### config.mk
export PLATFORM = sky130hd
export DESIGN_NAME = johnson_counter_param
export DESIGN_NICKNAME = d
export VERILOG_FILES = /design/src/rtl/johnson_counter_param.sv
export SDC_FILE = /design/constraint.sdc
export NUM_CORES = 1
export LEC_CHECK = 0
export BUFFER_PORTS_ARGS = -buffer_cell sky130_fd_sc_hd__buf_2
export CAP_MARGIN = 20
export CORE_AREA = 4 4 41 43
export DETAILED_ROUTE_END_ITERATION = 10
export DIE_AREA = 0 0 45 47
export HOLD_SLACK_MARGIN = 0.06
export PLACE_DENSITY = 0.73
export SLEW_MARGIN = 15
export SYNTH_ARGS = -nofsm -noshare
export SYNTH_HDL_FRONTEND = slang
export SYNTH_SLANG_ARGS = --single-unit
### constraint.sdc
create_clock -name clock -period 1.59 [get_ports clock]
set_input_delay 0 -clock clock [delete_from_list [all_inputs] [get_ports clock]]
set_output_delay 0 -clock clock [all_outputs]
set_load 0.02 [all_outputs]
### src/rtl/johnson_counter_param.sv
// Parameterised Johnson counter: bidirectional stepping, synchronous load,
// wrap/load-error pulses and combinational index/one-hot decode of q.
module johnson_counter_param #(
    parameter int WIDTH        = 4,
    parameter int SELF_CORRECT = 1
) (
    input  logic                          clock,
    input  logic                          reset,
    input  logic                          enable,
    input  logic                          up_down,
    input  logic                          load,
    input  logic [WIDTH-1:0]              load_data,
    output logic [WIDTH-1:0]              q,
    output logic [$clog2(2*WIDTH)-1:0]    state_index,
    output logic [2*WIDTH-1:0]            decode,
    output logic                          wrap,
    output logic                          illegal,
    output logic                          load_err
);

    localparam int N  = 2 * WIDTH;
    localparam int IW = $clog2(N);

    // k < = WIDTH: k low ones; beyond that: all ones with (k-WIDTH) low zeros
    function automatic logic [WIDTH-1:0] pat(input int k);
        logic [WIDTH-1:0] ones;
        ones = '1;
        if (k <= WIDTH) pat = (k == WIDTH) ? ones : ~(ones << k);
        else            pat = ones << (k - WIDTH);
    endfunction

    function automatic logic is_legal(input logic [WIDTH-1:0] v);
        is_legal = 1'b0;
        for (int k = 0; k < N; k++)
            if (v == pat(k)) is_legal = 1'b1;
    endfunction

    logic [WIDTH-1:0] last_pat;
    logic [WIDTH-1:0] next_q;
    logic             next_wrap;
    logic             next_lerr;
    logic             ld_legal;

    assign last_pat = pat(N - 1);
    assign ld_legal = is_legal(load_data);

    always_comb begin
        state_index = '0;
        decode      = '0;
        for (int k = 0; k < N; k++) begin
            if (q == pat(k)) begin
                decode[k]   = 1'b1;
                state_index = IW'(k);
            end
        end
        illegal = ~(|decode);
    end

    always_comb begin
        next_q    = q;
        next_wrap = 1'b0;
        next_lerr = 1'b0;
        priority case (1'b1)
            load: begin
                if (SELF_CORRECT != 0 && !ld_legal) begin
                    next_q    = '0;
                    next_lerr = 1'b1;
                end else begin
                    next_q = load_data;
                end
            end
            enable: begin
                if (up_down) begin
                    next_q    = {q[WIDTH-2:0], ~q[WIDTH-1]};
                    next_wrap = (q == last_pat);
                end else begin
                    next_q    = {~q[0], q[WIDTH-1:1]};
                    next_wrap = (q == '0);
                end
            end
            default: ;
        endcase
    end

    always_ff @(posedge clock or posedge reset) begin
        if (reset) begin
            q        <= '0;
            wrap     <= 1'b0;
            load_err <= 1'b0;
        end else begin
            q        <= next_q;
            wrap     <= next_wrap;
            load_err <= next_lerr;
        end
    end

endmodule

==> flow_summary.toml <==
[status]
status = "completed"

[clock_network]
clkSinkCount = 6
cts_tree = "built"
cts-root-buf = "clkbuf_4"
clkTransAtPathRegs_ns = 0.04
htree_levels = 1
cts_made_buffers = 3
clk_path_buf_depth = 2
clock_latency_ns = 0.24

[worst_setup_path]
crit_type = "flop to primary output"
crit_path_top_delay_cell = "dfrtp_1"
max_stage_delay_ns = 0.66
critPathCaptureType = "primary output"
critPathMaxFanout = 15
critPathRequiredTime_ns = 1.59
start_kind = "flop"
crit_chain = "nand2b_1 -> nand2_1 -> a21oi_1 -> buf_2"
cp.arrival_ns = 1.44

[sta]
hold_violations = 0
tightest_slew_ns = 0.5143
hold_slack_ns = 0.07860
slew_headroom_pct = 65.71
fmax_ghz = 0.6951
setup_tns_ns = 0
finClkSkew_ns = 0.001317
setup_violations = 0
fin_crit_sh_pct = 90.48
fin_crit_ns = 1.439
slew_violations = 0
setup_ws_ns = 0.1514
rsz0062_at_grt = "false"

[power]
power.switching_w = 0.0002257
p_total_w = 0.0005758
swShare_pct = 39.20
p_per_area_mw_per_mm2 = 785.4
comb_power_share_pct = 40.2
power_leakage_nw = 0.3852
vdd_drop_max_v = 0.0005465
clkPwrFrac_pct = 24.2
p_int_w = 0.0003501
p_seq_share_pct = 35.6

[yosys]
synth_nets = 76
synth.avg_cell_area_sq_um = 8.254
synth_top_area_share_pct = 27.15
synthArstFlopShare_pct = 100.0
ys_seq_area_share_pct = 27.15
ys_types = 30
synth_edf_count = 0
ys_warn_count = 0
synth_top_cell_by_area = "dfrtp_1"
ys.flop_type = "dfrtp_1"
synthTopCellsByCount = "7 x nand2_1, 7 x nor2_1, 6 x dfrtp_1"
ys_ff_latch = 6
synthCells = 67
syn-cell-area_sq_um = 553.0
yosys-top-cells-area = "dfrtp_1 27%, mux2i_1 7.2%, nand2_1 4.8%, nor2_1 4.8%, nor4b_4 4.3%"

[floorplanning]
die_y_um = 47
start_util_pct = 42.50
io_pins = 27
rows = 13
dieArea_sq_mm = 0.002115
core-area_sq_mm = 0.001301
die_w_um = 45

[global_routing]
grt_pass1_vias = 526
grt_max_degree = 16
antenna_found_initial = 0
grt_pass1_wl_mm = 2.228
grt_usage_pct = 14.63
grt-ovfl-total = 0

[placed_design]
io_buffers = 26
dp_slack_ns = 0.3534
dp_hpwl_um = 949.1
placed_cells = 103
gp_congestion = 0.7192

[flow_run]
drv_cap = 0

[detailed_routing]
wl_per_cell_um = 11.77
vias = 553
drc = 0
drt-vias-per-instance = 5.027
drt_iter0_markers = 3
postRouteAntennaNets = 0
routed_wl_mm = 1.295
firstDrtPassIters = 4

[cells_and_area]
area_growth_pct = 32.58
fin_cells = 110
drive_above_1_share_pct = 40.00
antenna_cells = 0
nNetsFinal = 106

[hold_path]
hp-class = "input pin to flop"
## timing repair
action | CTS | global route
hold endpoints to repair | 9 | 0
setup endpoints to repair | 0 | 1
setup buffers | 0 | 0
resized for setup | 0 | 1
hold buffers | 4 | 0
## critical path, delay by kind of cell (launching register included)
kind                   cells  cell delay, ns
DFF                        1            0.66
AOI/OAI and AO/OA          1            0.11
and+or+nand+nor            2            0.25
buffers and inverters      1            0.17
## power by group through the flow
stage	clock, W	sequential, W	combinational (W)
final	0.000139	0.000205	0.000231
after global routing	0.000156	0.000210	0.000258
after CTS	0.000150	0.000205	0.000234
after detailed placement	0	0.000207	0.000225
after global placement	0	0.000206	0.000222
after floorplan	0	0.000199	0.000170
## layout make-up
| type | count | area, sq um |
|---|---|---|
| clock buffers | 3 | 22.52 |
| multi-input cells | 52 | 351.6 |
| well taps | 15 | 18.77 |
| fillers | 127 | 568.0 |
| repair buffers | 31 | 177.7 |
| inverters | 3 | 11.26 |
| flip-flops and latches | 6 | 151.4 |
## layer usage
layer	vias to the layer above	track usage, %	wire [um]
li1	298	-	-
met2	19	23.45	593
met1	232	17.59	578
met4	0	10.53	26
met3	4	2.682	96
met5	-	0	0
## sequential cells by signal (all words and copies together) (netlist names)
name and cells:
load_err 1, q 4, wrap 1
## cell usage in the layout (no fill, tap or decap), drive strengths merged, types with 2 or more instances in the layout
master and n:
a21oi 4, a22oi 2, and2 2, buf 27
clkbuf 3, dfrtp 6, dlygate4sd3 4, inv 3
mux2 2, mux2i 4, nand2 7, nand2b 3
nor2 7, nor3 5, o211a 2, o21ai 3
## path summary, 6_finish.rpt
kind | start | to | slack, ns | cells after the start
min | load_data[3] | q[3]$_DFFE_PP0P_ | 0.08 | 3
max in group asynchronous | reset | q[3]$_DFFE_PP0P_ | 1.17 | 3
max | q[1]$_DFFE_PP0P_ | state_index[2] | 0.15 | 4
max reg2reg | q[1]$_DFFE_PP0P_ | q[2]$_DFFE_PP0P_ | 0.34 | 3
min in group asynchronous | reset | q[2]$_DFFE_PP0P_ | 0.21 | 3
min reg2reg | q[3]$_DFFE_PP0P_ | q[3]$_DFFE_PP0P_ | 0.78 | 2
## cells by family after synthesis
family	after synthesis	share of synthesized area (%)
AO/OA/AOI/OAI	16	19.91
flip-flops	6	27.15
XOR/XNOR	1	1.584
multiplexers	6	11.31
buffers and inverters	9	9.274
AND/OR/NAND/NOR	29	30.77
## per-stage QoR
step,utilization [%],instance area (sq um)
6_report,56.35,733.2
5_1_grt,56.35,733.2
4_1_cts,56.25,732.0
3_3_place_gp,51.44,669.4
3_5_place_dp,51.44,669.4
2_1_floorplan,-,553.0
(Power assumes the default switching activity.)
